===== src/rtl/popcount_accum_pkg.sv =====
// Shared widths and record layout for the popcount frame accumulator.
package popcount_accum_pkg;

   // Width of one bit-count result for a word of the given width.
   function automatic int cnt_w(input int width);
      return $clog2(width + 1);
   endfunction

   // Width needed for the sum of a whole frame of counts.
   function automatic int tot_w(input int width, input int frame_len);
      return $clog2(width * frame_len + 1);
   endfunction

   // Width needed to hold a frame length of 1..frame_len.
   function automatic int len_w(input int frame_len);
      return $clog2(frame_len + 1);
   endfunction

   localparam int DEF_WIDTH     = 8;
   localparam int DEF_FRAME_LEN = 4;
   localparam int DEF_CW        = $clog2(DEF_WIDTH + 1);
   localparam int DEF_TW        = $clog2(DEF_WIDTH * DEF_FRAME_LEN + 1);
   localparam int DEF_LW        = $clog2(DEF_FRAME_LEN + 1);

   // Frame record at the default parameterisation; the top builds the
   // same layout locally for whatever WIDTH/FRAME_LEN it is given.
   typedef struct packed {
      logic [DEF_TW-1:0] total;
      logic [DEF_CW-1:0] max;
      logic [DEF_LW-1:0] len;
   } frame_rec_t;

endpackage


===== src/rtl/popcount_accum_rec_fifo.sv =====
// Two-entry synchronous FIFO holding closed frame records.
// Occupancy is registered so full/empty never depend on same-cycle push/pop.
module rec_fifo #(
   parameter int REC_W = 8
) (
   input  logic             clk,
   input  logic             rst,
   input  logic             push,
   input  logic             pop,
   input  logic [REC_W-1:0] rec,
   output logic             full,
   output logic             empty,
   output logic [REC_W-1:0] head
);

   logic [REC_W-1:0] mem [2];
   logic             wr_ptr;
   logic             rd_ptr;
   logic [1:0]       count;
   logic             do_push;
   logic             do_pop;

   assign full    = (count == 2'd2);
   assign empty   = (count == 2'd0);
   assign do_push = push && !full;
   assign do_pop  = pop && !empty;
   assign head    = mem[rd_ptr];

   // Storage, pointers and occupancy; a simultaneous push and pop leaves occupancy unchanged.
   always_ff @(posedge clk) begin
      if (rst) begin
         mem[0] <= '0;
         mem[1] <= '0;
         wr_ptr <= 1'b0;
         rd_ptr <= 1'b0;
         count  <= 2'd0;
      end else begin
         if (do_push) begin
            mem[wr_ptr] <= rec;
            wr_ptr      <= ~wr_ptr;
         end
         if (do_pop) begin
            rd_ptr <= ~rd_ptr;
         end
         if (do_push && !do_pop) begin
            count <= count + 2'd1;
         end else if (!do_push && do_pop) begin
            count <= count - 2'd1;
         end
      end
   end

endmodule


===== src/rtl/popcount_accum.sv =====
// Frame accumulator for bit-count results: sums counts over a frame, tracks
// the largest count, and queues one {total, max, len} record per frame.
module popcount_accum
   import popcount_accum_pkg::*;
#(
   parameter int WIDTH     = 8,
   parameter int FRAME_LEN = 4,
   localparam int CW       = cnt_w(WIDTH),
   localparam int TW       = tot_w(WIDTH, FRAME_LEN),
   localparam int LW       = len_w(FRAME_LEN)
) (
   input  logic          clk,
   input  logic          rst,
   input  logic          in_valid,
   input  logic [CW-1:0] in_count,
   output logic          in_ready,
   input  logic          flush,
   output logic          out_valid,
   input  logic          out_ready,
   output logic [TW-1:0] out_total,
   output logic [CW-1:0] out_max,
   output logic [LW-1:0] out_len
);

   typedef struct packed {
      logic [TW-1:0] total;
      logic [CW-1:0] max;
      logic [LW-1:0] len;
   } rec_t;

   localparam int REC_W = $bits(rec_t);

   logic [TW-1:0] acc_total;
   logic [CW-1:0] acc_max;
   logic [LW-1:0] acc_len;

   logic [TW-1:0] next_total;
   logic [CW-1:0] next_max;
   logic [LW-1:0] next_len;
   logic          accept;
   logic          close;
   rec_t          close_rec;
   rec_t          head_rec;

   logic             fifo_full;
   logic             fifo_empty;
   logic             pop;
   logic [REC_W-1:0] fifo_head;

   assign in_ready  = !fifo_full;
   assign out_valid = !fifo_empty;
   assign pop       = out_valid && out_ready;
   assign accept    = in_valid && in_ready;

   // Post-accept view of the frame and the decision to close it this cycle.
   always_comb begin
      next_total = acc_total;
      next_max   = acc_max;
      next_len   = acc_len;
      if (accept) begin
         next_total = acc_total + TW'(in_count);
         next_max   = (in_count > acc_max) ? in_count : acc_max;
         next_len   = acc_len + LW'(1);
      end
      close = in_ready &&
              ((accept && (next_len == LW'(FRAME_LEN))) ||
               (flush && (next_len != '0)));
      close_rec.total = next_total;
      close_rec.max   = next_max;
      close_rec.len   = next_len;
   end

   // Running accumulators; a close hands the frame to the FIFO and starts afresh.
   always_ff @(posedge clk) begin
      if (rst || close) begin
         acc_total <= '0;
         acc_max   <= '0;
         acc_len   <= '0;
      end else if (accept) begin
         acc_total <= next_total;
         acc_max   <= next_max;
         acc_len   <= next_len;
      end
   end

   rec_fifo #(
      .REC_W (REC_W)
   ) u_fifo (
      .clk   (clk),
      .rst   (rst),
      .push  (close),
      .pop   (pop),
      .rec   (close_rec),
      .full  (fifo_full),
      .empty (fifo_empty),
      .head  (fifo_head)
   );

   assign head_rec  = rec_t'(fifo_head);
   assign out_total = head_rec.total;
   assign out_max   = head_rec.max;
   assign out_len   = head_rec.len;

endmodule


===== config.mk =====
export PLATFORM = sky130hd
export DESIGN_NAME = popcount_accum
export DESIGN_NICKNAME = d
export VERILOG_FILES = /design/src/rtl/popcount_accum_pkg.sv /design/src/rtl/popcount_accum_rec_fifo.sv /design/src/rtl/popcount_accum.sv
export SDC_FILE = /design/constraint.sdc
export NUM_CORES = 1
export LEC_CHECK = 0
export CAP_MARGIN = 0
export CORE_UTILIZATION = 35
export CTS_BUF_LIST = sky130_fd_sc_hd__clkbuf_4 sky130_fd_sc_hd__clkbuf_8
export CTS_CLUSTER_DIAMETER = 30
export CTS_CLUSTER_SIZE = 30
export DETAILED_ROUTE_END_ITERATION = 12
export GPL_ROUTABILITY_DRIVEN = 0
export SYNTH_ARGS = -nofsm -noshare
export SYNTH_HDL_FRONTEND = slang
export SYNTH_SLANG_ARGS = --single-unit

===== constraint.sdc =====
create_clock -name clk -period 2.1 [get_ports clk]
set_input_delay 0.315 -clock clk [delete_from_list [all_inputs] [get_ports clk]]
set_output_delay 0.315 -clock clk [all_outputs]
set_load 0.01 [all_outputs]

==> results of run 1 <==
==> how the worst max path moves through the flow <==
stage                start                 to  slack, ps  cells after the start
6_report        acc_len[1]    u_fifo.count[1]         90                      7
5_1_grt         acc_len[1]    u_fifo.count[1]        -40                      7
4_1_cts         acc_len[0]    u_fifo.count[1]         40                      8
3_5_place_dp   in_count[1]  u_fifo.mem[1][12]       -270                      8
3_3_place_gp   in_count[0]  u_fifo.mem[0][11]       -280                      8
2_1_floorplan   acc_len[0]   u_fifo.mem[1][0]         50                      6
==> area by class of cell <==
type	instances	area, um2	area share
repair buffers	47	442.9	0.1586
multi-input cells	124	975.9	0.3495
clock inverters	3	47.55	0.01703
flip-flops and latches	44	1141	0.4086
clock buffers	5	68.82	0.02464
well taps	72	90.09	0.03226
inverters	7	26.28	0.009409
==> sequential cells by signal, summed over array words and instances, names as in the netlist, named ones only <==
signal,cells
u_fifo.mem,26
u_fifo.rd_ptr,1
u_fifo.count,2
acc_len,3
acc_total,6
acc_max,4
u_fifo.wr_ptr,1
==> cells by family after synthesis <==
| family | after synthesis |
|---|---|
| AOI/OAI and AO/OA | 20 |
| xor gates and xnor gates | 7 |
| DFF | 44 |
| buffers and inverters | 12 |
| muxes | 20 |
| adders and majority gates | 11 |
| and+or+nand+nor | 66 |
==> metal layers <==
metal  up-vias  track usage
li1        729            -
met1       648       0.1780
met2        27       0.2009
met3         5      0.03333
met4         0      0.05455
met5         -            0
==> where the power goes <==
part           internal [mW]  switching [mW]  total [mW]
logic                  0.572           0.487        1.06
clock network          0.358           0.292       0.650
registers               1.03          0.0713        1.10
total                   1.96           0.850        2.81
==> cells in the mapped netlist (2+ instances only) <==
library cell and instances:
nor2b_1 4, mux2i_1 7, xnor2_1 3, o21ai_0 5
a21o_1 3, nor2_1 43, dfxtp_1 18, o2111ai_1 2
inv_1 6, a211oi_1 2, nand2_1 5, mux2_2 13
nand2b_1 3, ha_1 10, a21oi_1 3, edfxtp_1 26
xor2_1 4
==> metrics by stage <==
stage | hold WS, ps | setup WS (ps) | utilization | area [um2] | TNS [ps]
final | 493.7 | 88.94 | 0.4980 | 2793 | 0
after global routing | 510.3 | -35.63 | 0.4980 | 2793 | -35.63
after CTS | 512.9 | 38.46 | 0.4793 | 2688 | 0
after detailed placement | 498.6 | -271.6 | 0.4585 | 2571 | -12740
after global placement | 485.8 | -283.4 | 0.4585 | 2571 | -13160
after floorplan | 461.6 | 51.43 | - | 2077 | 0
==> timing repair <==
action                     CTS  global route
setup endpoints to repair    0            36
setup buffers                0             0
gates resized for setup      0            20
==> critical path, delay by kind of cell (launching register included) <==
family                     cells  cell delay, ps
DFF                            1             330
adders and majority gates      2             600
AOI/OAI and AO/OA              3             430
and+or+nand+nor                2             570
==> flow_summary_export.csv, run 1 <==
group,metric,value,unit
outcome,outcome,"finished clean",
synth,synth_area_leaders,"edfxtp_1 (38%), dfxtp_1 (17%), nor2_1 (7.8%), mux2_2 (7.0%), ha_1 (6.0%)",
synth,synth_compound_area_frac,0.07169,
die,die_area,6247,um2
sta,skew,7.893,ps
power_and_ir_drop,ir_drop,0.5157,mV
synth,ys_ff_latch,44,
sta,rsz0062_at_grt,"yes",
synth,synthAdderAreaFrac,0.06988,
synth,synth_area_leader_cell,"edfxtp_1",
grt,grt_usage,0.1320,
routing,drcViolationCount,0,
placement,dp.cells,294,
final_layout,layout_commonest_cell,"nor2_1",
setup_path,r2r_setup_slack,90,ps
grt,grt_overflow,0,
routing,wl_met3,132,um
setup_path,cp-start-kind,"flip-flop",
grt,grt_max_degree,16,
setup_path,timing.rr.end,"u_fifo.count[1]",
setup_path,cp-end-kind,"flip-flop",
setup_path,critPathMaxFanout,3,
setup_path,slowest_delay,340,ps
cts,cts_hold_buffers,0,
synth,synth.distinct_cells,40,
sta,final-max-slew-violation-count,0,
power_and_ir_drop,p_leak,1.100,nW
run,drv_cap,0,
sta,setup_violations,0,
die,io_pins,24,
cts,clk_pin_slew,80,ps
final_layout,post_route_cells_drive_above_1_share,0.2783,
setup_path,r2r-start,"acc_len[1]",
sta,min_period,2011,ps
synth,syn-num-nets,200,
synth,ys_seq_area_frac,0.5494,
cts,cts_made_buffers,5,
synth,synth_simple_gate_area_frac,0.1476,
sta,tightest_slew,487.8,ps
routing,drt-pass1-iter-count,4,
sta,post-route-period-util,0.9576,
setup_path,cp.required,2320,ps
synth,yosys_warnings,0,
cts,clockBufferDepth,2,
cts,worstSkewPairLatency,300,ps
grt,grt_pass1_wl,6161,um
routing,wirelength,3761,um
setup_path,critPathArrivalTime,2230,ps
routing,vias,1409,
final_layout,final_cell_mix,"nor2_1 (42), edfxtp_1 (26), buf_4 (22)",
power_and_ir_drop,finalPower,2.811,mW
cts,cts_sinks,44,
setup_path,path_cells,"ha_1, and3b_1, o21ai_1, a41oi_4, ha_1, or3_1, a21oi_1",
die,fp.dieH,79.04,um
worst_hold_path,hold-path-endpoint,"u_fifo.mem[1][3]",
routing,routed.top_layer,"met4",
setup_path,crit_path_frequent_cell,"ha_1",
setup_path,crit_type,"reg2reg",
sta,hold_viol_final,0,
synth,async_flop_share,0,
die,initial_core_util,0.3704,
routing,drt_iter0_markers,49,
routing,ant_nets,0,
synth,synth-xor-area-share,0.02952,
setup_path,ff2ff_path_depth,7,
grt,grt_pass1_vias,1269,
cts,root_buffer,"clkbuf_8",
routing,viasPerCell,4.666,
routing,wl_met2,1822,um
placement,port_buffers,23,
die,die_w,79.04,um
final_layout,stdcell_count,302,
setup_path,cpMaxStageDelayCell,"or3_1",
cts,cts_tree,"built",
synth,syn_area_per_cell,11.54,um2
synth,synth_top_area_share,0.3759,
synth,syn_inst,180,
sta,max_clock_freq,497.3,MHz
power_and_ir_drop,p_per_area,1007,nW/um2
worst_hold_path,hp-class,"in2reg",
final_layout,area_delta_synth_final,34.46,%
synth,synth_top_family_by_area,"simple AND/OR/NAND/NOR gates",
synth,muxShareOfSynthArea,0.1042,
final_layout,nFillCells,539,
grt,antenna_found_initial,0,
sta,relSlewSlack,0.6748,
final_layout,antenna_cells,0,
cts,htree_levels,2,
routing,drt-met1-wl,1749,um
synth,ys.flop_type,"edfxtp_1",
final_layout,nets,249,
die,rows,27,
worst_hold_path,worstHoldPathCells,3,
routing,wire_per_inst,12.45,um
worst_hold_path,worstHoldStart,"in_count[0]",
placement,dp.final_hpwl,2670,um
synth,synth_edf_count,26,
die,coreArea,5608,um2
synth,syn_area,2077,um2
(Power assumes the default switching activity.)
==> run 2, diff against run 1 <==
--- a/config.mk
+++ b/config.mk
@@ -6,12 +6,15 @@
 export NUM_CORES = 1
 export LEC_CHECK = 0
 export CAP_MARGIN = 0
+export CELL_PAD_IN_SITES_DETAIL_PLACEMENT = 1
+export CELL_PAD_IN_SITES_GLOBAL_PLACEMENT = 1
 export CORE_UTILIZATION = 35
 export CTS_BUF_LIST = sky130_fd_sc_hd__clkbuf_4 sky130_fd_sc_hd__clkbuf_8
 export CTS_CLUSTER_DIAMETER = 30
 export CTS_CLUSTER_SIZE = 30
 export DETAILED_ROUTE_END_ITERATION = 12
 export GPL_ROUTABILITY_DRIVEN = 0
+export PLACE_DENSITY_LB_ADDON = 0.1
 export SYNTH_ARGS = -nofsm -noshare
 export SYNTH_HDL_FRONTEND = slang
 export SYNTH_SLANG_ARGS = --single-unit
==> flow_summary_export.csv, run 2 (synthesized netlist as in run 1, its figures left out) <==
group,metric,value,unit
outcome,outcome,"finished clean",
setup_path,cpMaxStageDelayCell,"dfxtp_1",
setup_path,path_cells,"inv_1, ha_1, nor2b_1, o211ai_1, a31oi_1, buf_4, mux2i_2, buf_4, nor2_1",
sta,final-max-slew-violation-count,0,
final_layout,reg_top3,"u_fifo.mem: 26 flops, acc_total: 6 flops, acc_max: 4 flops",
setup_path,cp-end-kind,"flip-flop",
grt,grt_overflow,0,
setup_path,critPathArrivalTime,2140,ps
routing,wire_per_inst,14.99,um
power_and_ir_drop,clockPowerShare,0.231,
placement,dp.final_hpwl,3271,um
power_and_ir_drop,p_int,1.962,mW
power_and_ir_drop,seqPwrFrac,0.392,
worst_hold_path,hp-class,"reg2reg",
routing,drt-pass1-iter-count,4,
routing,ant_nets,0,
grt,grt_usage,0.1552,
placement,dp.cells,292,
die,initial_core_util,0.3704,
cts,htree_levels,2,
die,coreArea,5608,um2
final_layout,post_route_cells_drive_above_1_share,0.2588,
final_layout,nets,247,
sta,setup_violations,0,
final_layout,final_cell_mix,"nor2_1 (43), edfxtp_1 (26), clkdlybuf4s50_1 (20)",
routing,drcViolationCount,0,
setup_path,cp.required,2150,ps
power_and_ir_drop,ir_drop,0.4422,mV
power_and_ir_drop,p_leak,1.079,nW
final_layout,top_register,"u_fifo.mem",
die,fp.dieH,79.04,um
grt,grt_pass1_vias,1492,
setup_path,path_buf_inv,3,
power_and_ir_drop,p_per_area,1033,nW/um2
grt,antenna_found_initial,0,
final_layout,antenna_cells,0,
routing,vias,1439,
routing,wirelength,4497,um
sta,relSlewSlack,0.6825,
setup_path,slowest_delay,350,ps
placement,port_buffers,23,
setup_path,crit_type,"reg2reg",
die,die_area,6247,um2
cts,cts_sinks,44,
cts,root_buffer,"clkbuf_8",
routing,drt_iter0_markers,80,
die,rows,27,
die,die_w,79.04,um
cts,cts_tree,"built",
power_and_ir_drop,p_comb_frac,0.377,
die,io_pins,24,
power_and_ir_drop,p_sw,0.8630,mW
placement,place_area,2569,um2
cts,clk_pin_slew,90,ps
cts,cts_made_buffers,5,
cts,cts_hold_buffers,0,
sta,max_clock_freq,477.1,MHz
final_layout,stdcell_count,300,
setup_path,crit_path_frequent_cell,"buf_4",
grt,grt_max_degree,15,
grt,grt_pass1_wl,7272,um
setup_path,cp-start-kind,"flip-flop",
final_layout,largest_reg_flops,26,
setup_path,critPathMaxFanout,4,
power_and_ir_drop,p_sw_frac,0.3055,
setup_path,crit_family,"buffers and inverters",
cts,worstSkewPairLatency,290,ps
sta,skew,7.741,ps
run,drv_cap,0,
final_layout,final_cell_area,2735,um2
final_layout,layout_commonest_cell,"nor2_1",
sta,post-route-period-util,0.9980,
cts,clockBufferDepth,2,
sta,hold_viol_final,0,
routing,viasPerCell,4.797,
cts,post_cts.repair.setup_buffers,0,
sta,min_period,2096,ps
sta,tightest_slew,463.0,ps
final_layout,area_delta_synth_final,31.69,%
==> run 2: cell type report <==
type,count,area (um2)
multi-input combinational,124,927.1
timing repair buffer,45,436.7
clock inverter,2,35.03
fill,628,2873
clock buffer,6,76.32
inverter,7,26.28
tap,72,90.09
sequential,44,1144
==> run 2: worst reg2reg max path: cells and delay by family, from the launching register on <==
| family | cells | cell delay, ps |
|---|---|---|
| multiplexers | 1 | 230 |
| AO/OA/AOI/OAI | 2 | 350 |
| buffers and inverters | 3 | 410 |
| adder cells (fa/ha/maj) | 1 | 300 |
| flip-flops | 1 | 350 |
| AND/OR/NAND/NOR | 2 | 220 |
==> run 2: path summary, 6_finish.rpt <==
check	start	end	slack, ps	cells past startpoint
max reg2reg	acc_max[1]	u_fifo.mem[1][6]	4	9
min	u_fifo.count[1]	u_fifo.count[1]	510	2
max	acc_max[1]	u_fifo.mem[1][6]	4	9
min reg2reg	u_fifo.count[1]	u_fifo.count[1]	510	2
==> run 2: stage by stage <==
stage / hold slack (ps) / TNS (ps) / power, mW / utilization / setup slack, ps
after floorplan: 461.6 / 0 / 1.676 / - / 51.43
after global placement: 473.4 / -7874 / 2.099 / 0.4581 / -313.6
after detailed placement: 501.4 / -12060 / 2.145 / 0.4581 / -482.6
after CTS: 513.6 / 0 / 2.805 / 0.4784 / 5.263
after global routing: 546.4 / -142.5 / 2.984 / 0.4877 / -34.58
final: 506.5 / 0 / 2.825 / 0.4877 / 4.151
==> run 2: routing by layer <==
metal / vias up / wire (um) / global-route usage
li1: 722 / - / -
met1: 692 / 2107 / 0.2045
met2: 21 / 2235 / 0.2569
met3: 4 / 110 / 0.03218
met4: 0 / 43 / 0.04364
met5: - / 0 / 0
==> run 2: power groups by stage <==
stage | combinational (mW) | sequential, mW | clock (mW)
6_report | 1.06 | 1.11 | 0.654
5_1_grt | 1.17 | 1.12 | 0.690
4_1_cts | 1.04 | 1.10 | 0.668
3_5_place_dp | 1.03 | 1.12 | 0
3_3_place_gp | 0.989 | 1.11 | 0
2_1_floorplan | 0.574 | 1.10 | 0
==> run 2: repair_timing <==
item,4_1_cts,5_1_grt
pin swaps,0,1
endpoints found under the setup margin,12,26
resized for setup,3,10
==> RTL change 1: new RTL, flow settings as in run 2 <==
Set the parameter `FRAME_LEN` to 8 (it was 4).
--- a/src/rtl/popcount_accum.sv
+++ b/src/rtl/popcount_accum.sv
@@ -5,5 +5,5 @@
 #(
    parameter int WIDTH     = 8,
-   parameter int FRAME_LEN = 4,
+   parameter int FRAME_LEN = 8,
    localparam int CW       = cnt_w(WIDTH),
    localparam int TW       = tot_w(WIDTH, FRAME_LEN),
Ports: changed (resized out_len and out_total); port bits go from 24 to 26. No check against the original RTL was run, so the function may have changed too.
==> RTL change 1 against run 2 <==
Sequential cell count grew 6; routed wire length is 25% higher; count of clock-buffer cells in the layout is 1 lower; die area increased by 18%; total power is 38% higher; first-iteration DRC count fell by 50%; highest routed layer unchanged; synthesized area up 19%; setup slack gained 0.014 ns; synthesized cell count rose by 26%; design area increased by 23%.
==> RTL change 1: results (changes against run 2) <==
The net load switching power is 1350 uW (was 863 uW). The count of input and output buffers came out at 25 (was 23). The share of cells above drive strength 1 is 31.8% (was 25.9%). The cell depth of the worst flop-to-flop path is 7 (was 9).

The global-route track usage on met1 is 23.5% (was 20.5%). The maximum VDD drop is 0.532 mV (was 0.442 mV). The worst stage delay on the critical path came to 0.48 ns (was 0.35 ns). The number of buffers outside the clock class in the layout is 73 (was 45). The post-synth net total came to 246 (was 200). The clock network contribution to total cell area was 2.68% (was 4.07%). Largest registers ranked by flip-flop count: u_fifo.mem x30, acc_total x7 (was u_fifo.mem x26, acc_total x6, acc_max x4).

The total leakage power is 0.00134 uW (was 0.00108 uW). The sum of net half-perimeters after detailed placement is 4200 um (was 3270 um). Leading cell types by total area after synthesis: edfxtp_1 (36%), dfxtp_1 (16%), nor2_1 (7.0%), mux2_2 (6.8%), ha_1 (5.1%) (was edfxtp_1 (38%), dfxtp_1 (17%), nor2_1 (7.8%), mux2_2 (7.0%), ha_1 (6.0%)).

The family with the most delay on the worst path is simple AND/OR/NAND/NOR gates (was buffers and inverters). The final layout net count is 318 (was 247). The layout filler cell count is 760 (was 628). The flip-flop and latch count after synthesis was 50 (was 44). The count of routing violations after the opening detailed-route iteration is 40 (was 80). The start point of the critical path is u_fifo.count[1] (was acc_max[1]). The number of gates resized after CTS came out at 13 (was 3).

The detailed route wirelength on metal2 is 2520 um (was 2240 um). The routed wire length per instance came out at 14.3 um (was 15.0 um). The top fanout value on the critical path was 5 (was 4).

The number of buffers inserted to repair setup after CTS came out at 3 (was 0). The slew at the pin with the worst max-slew slack is 0.428 ns (was 0.463 ns). The endpoint of the most critical register-to-register path is u_fifo.count[1] (was u_fifo.mem[1][6]). The maximum number of pins on one net before global-route repair was 17 (was 15). Outcome: finished, final reports clean (unchanged). The number of enable-type register cells in the synthesized netlist was 30 (was 26). The portion of the layout cell area used by non-clock buffers is 19.9% (was 16.0%). The total global-route track usage is 16.6% (was 15.5%). The vias after detailed routing came out at 1835 (was 1439).

The flip-flop count of the largest register after layout came out at 30 (was 26). The post-synthesis cell type count was 42 (was 40). The proportion of synthesized chip area in sequential cells is 52.7% (was 54.9%).
## RTL change 1: cell types whose count changed after synthesis, sizes merged, moves of 3 or more
cell    before  now
nand2        6   10
nor2b        5    8
edfxtp      26   30
nor3         0    4
nor2        43   46
a21oi        3    7
nand2b       3    0
inv          7   14
## RTL change 1: kinds of logic after synthesis
family | Yosys count | share of synthesized area [%]
flops | 50 | 52.7
xor+xnor | 8 | 2.84
buf+inv | 22 | 4.46
fa+ha+maj | 11 | 5.88
simple gates | 82 | 15.1
mux | 21 | 9.28
compound gates | 32 | 9.78
## RTL change 1: worst min path at each step
stage / slack [ns] / cells after the start / end
6_report: 0.50 / 2 / u_fifo.count[1]
5_1_grt: 0.55 / 2 / u_fifo.count[1]
4_1_cts: 0.50 / 2 / u_fifo.count[1]
3_5_place_dp: 0.49 / 2 / u_fifo.count[1]
3_3_place_gp: 0.48 / 2 / u_fifo.rd_ptr
2_1_floorplan: 0.46 / 2 / u_fifo.count[1]
## RTL change 1: power by group through the flow
stage	logic (uW)	registers [uW]	clock network (uW)
2_1_floorplan	959	1360	0
3_3_place_gp	1820	1370	0
3_5_place_dp	1840	1380	0
4_1_cts	1930	1380	599
5_1_grt	2130	1400	638
6_report	1950	1380	579
## RTL change 1: metrics by stage
step                total power (uW)  TNS [ns]  cell area [um2]  worst slack, ns  cells
finish                          3910         0             3360           0.0178    395
floorplan                       2320   -0.0863             2470          -0.0863    226
global route                    4170   -0.0854             3360          -0.0814    395
detailed placement              3230    -16.77             3190           -0.435    385
CTS                             3910   -0.0233             3340          -0.0233    395
global placement                3190    -16.26             3190           -0.414    385
## RTL change 1: worst min-delay path, delay by kind of cell, from the launching register on
| kind | cells | cell delay (ns) |
|---|---|---|
| AOI/OAI and AO/OA | 2 | 0.13 |
| DFF | 1 | 0.34 |
==> RTL change 2: new RTL, settings of run 2 <==
Without the edit above. Make the reset (`rst`) asynchronous in one clocked block.
--- a/src/rtl/popcount_accum_rec_fifo.sv
+++ b/src/rtl/popcount_accum_rec_fifo.sv
@@ -28,5 +28,5 @@
 
    // Storage, pointers and occupancy; a simultaneous push and pop leaves occupancy unchanged.
-   always_ff @(posedge clk) begin
+   always_ff @(posedge clk or posedge rst) begin
       if (rst) begin
          mem[0] <= '0;
Formal check against the unedited RTL: differs if rst is asserted again (counterexample within 4 cycles, from zero or initial values and one cycle with rst high); with rst held inactive, the same outputs for 4 cycles.
==> RTL change 2 against run 2 <==
The run now ends with negative setup slack left; synthesized cell count decreased by 3.3%; non-clock buffer count grew 7; sequential cell count shrank 1; total power rose by 32%; design area up 6.5%; sequential power increased by 11%; setup slack got worse by 0.15 ns; routed wire length rose by 8.6%; synthesized area is 4.4% higher; largest cell class is now multi-input combinational cells; highest routed layer unchanged.
==> RTL change 2: results (changes against run 2) <==
Outcome: complete, but fails checks (was finished, final reports clean). The checks that failed: negative setup slack. The maximum level of the CTS H-tree came out at 2 (unchanged). The sum of net half-perimeters after detailed placement came out at 3680 um (was 3270 um).

The top fanout value on the critical path is 7 (was 4). The routed wire length is 4890 um (was 4500 um). The share of flip-flops with an asynchronous set or reset after synthesis came to 69.8% (was 0%).

The cell depth of the worst flop-to-flop path was 7 (was 9). The maximum VDD drop came to 0.715 mV (was 0.442 mV). The worst stage delay on the critical path came to 0.48 ns (was 0.35 ns). The slew at the pin with the worst max-slew slack came out at 0.558 ns (was 0.463 ns). The endpoint of the most critical register-to-register path is u_fifo.mem[15] (was u_fifo.mem[1][6]).

Leading cell types by total area after synthesis: dfrtp_1 (35%), dfxtp_1 (12%), mux2_2 (10%), mux2_1 (8.3%), mux2_4 (6.9%) (was edfxtp_1 (38%), dfxtp_1 (17%), nor2_1 (7.8%), mux2_2 (7.0%), ha_1 (6.0%)). The proportion of synthesized chip area in sequential cells is 46.6% (was 54.9%). The instance count after placement with tap cells included came out at 293 (was 292). Largest registers ranked by flip-flop count: u_fifo.mem x26, acc_total x6, acc_max x4 (unchanged). The path category of the worst min-delay check was input pin to async pin (was register to register). The share of cells above drive strength 1 is 39.6% (was 25.9%). The total setup violations reported at the end of the flow came out at 27 (was 0). The routed wire length per instance is 16.2 um (was 15.0 um). The post-synthesis cell type count is 35 (was 40).

The count of mapped cells out of synthesis is 174 (was 180). The vias after detailed routing is 1511 (was 1439). The worst-case setup margin in the final layout is -0.141 ns (was 0.00415 ns).

The slowest library cell on the worst path is or4_4 (was dfxtp_1). The final-layout setup total negative slack came out at -2.48 ns (was 0 ns). The placement-stage cell area came to 2710 um2 (was 2570 um2). The number of global-route vias before repair came out at 1767 (was 1492). The final layout net count came out at 246 (was 247).

The worst hold slack came to 0.365 ns (was 0.507 ns). The family with the most delay on the worst path is simple AND/OR/NAND/NOR gates (was buffers and inverters). The launch point of the worst reg-to-reg path is acc_len[0] (was acc_max[1]). The worst clock skew on the final layout came out at 0.0116 ns (was 0.00774 ns). The maximum number of pins on one net before global-route repair came out at 21 (was 15). The total global-route track usage was 17.5% (was 15.5%).

The data arrival time of the critical path is 2.42 ns (was 2.14 ns). The count of routing violations after the opening detailed-route iteration came out at 48 (was 80).
RTL change 2: logic make-up after synthesis:
kind of cell    after synthesis  synth area share, %
compound gates               12                 4.10
xor+xnor                     12                 4.85
fa+ha+maj                    11                 6.69
buf+inv                      16                 3.35
flops                        43                 46.6
mux                          46                 25.6
simple gates                 34                 8.77
RTL change 2: area by class of cell:
type                    count  area [um2]
clock buffers               6        76.3
inverters                   9        33.8
well taps                  75        93.8
clock inverters             2        37.5
flip-flops and latches     43        1020
multi-input cells         115        1170
repair buffers             52         483
fillers                   642        3040
RTL change 2: timing repair:
action / in CTS / in global routing
gates resized for setup: 10 / 10
pin swaps: 1 / 1
endpoints found under the setup margin: 29 / 40
setup buffers: 1 / 0
RTL change 2: layer usage:
metal / vias to the layer above / global-route usage, % / part of all wire (%)
met5: - / 0 / 0
met4: 0 / 5.54 / 1.1
met3: 6 / 4.20 / 2.7
met2: 23 / 28.9 / 51
met1: 764 / 22.3 / 46
li1: 718 / - / -
RTL change 2: how the worst max path moves through the flow:
stage	from	end	slack, ns	cells after the start
floorplan	acc_len[0]	u_fifo.mem[13]	-0.19	8
global placement	in_count[2]	u_fifo.mem[3]	-0.34	8
detailed placement	in_count[2]	u_fifo.mem[3]	-0.40	8
CTS	acc_len[0]	u_fifo.mem[15]	-0.14	7
global route	acc_len[0]	u_fifo.mem[15]	-0.19	7
finish	acc_len[0]	u_fifo.mem[15]	-0.14	7
RTL change 2: power by group:
part	total (uW)	switching, uW	internal (uW)
registers	1230	147	1080
logic	1830	755	1080
clock network	657	289	368
RTL change 2: worst register-to-register path, cell delays in order (launching register included):
cell and delay (ns):
dfxtp_4 0.36, ha_4 0.23, nand2b_4 0.15, or4_4 0.48, o31a_1 0.12, or3_4 0.34
buf_6 0.16, mux2_4 0.30
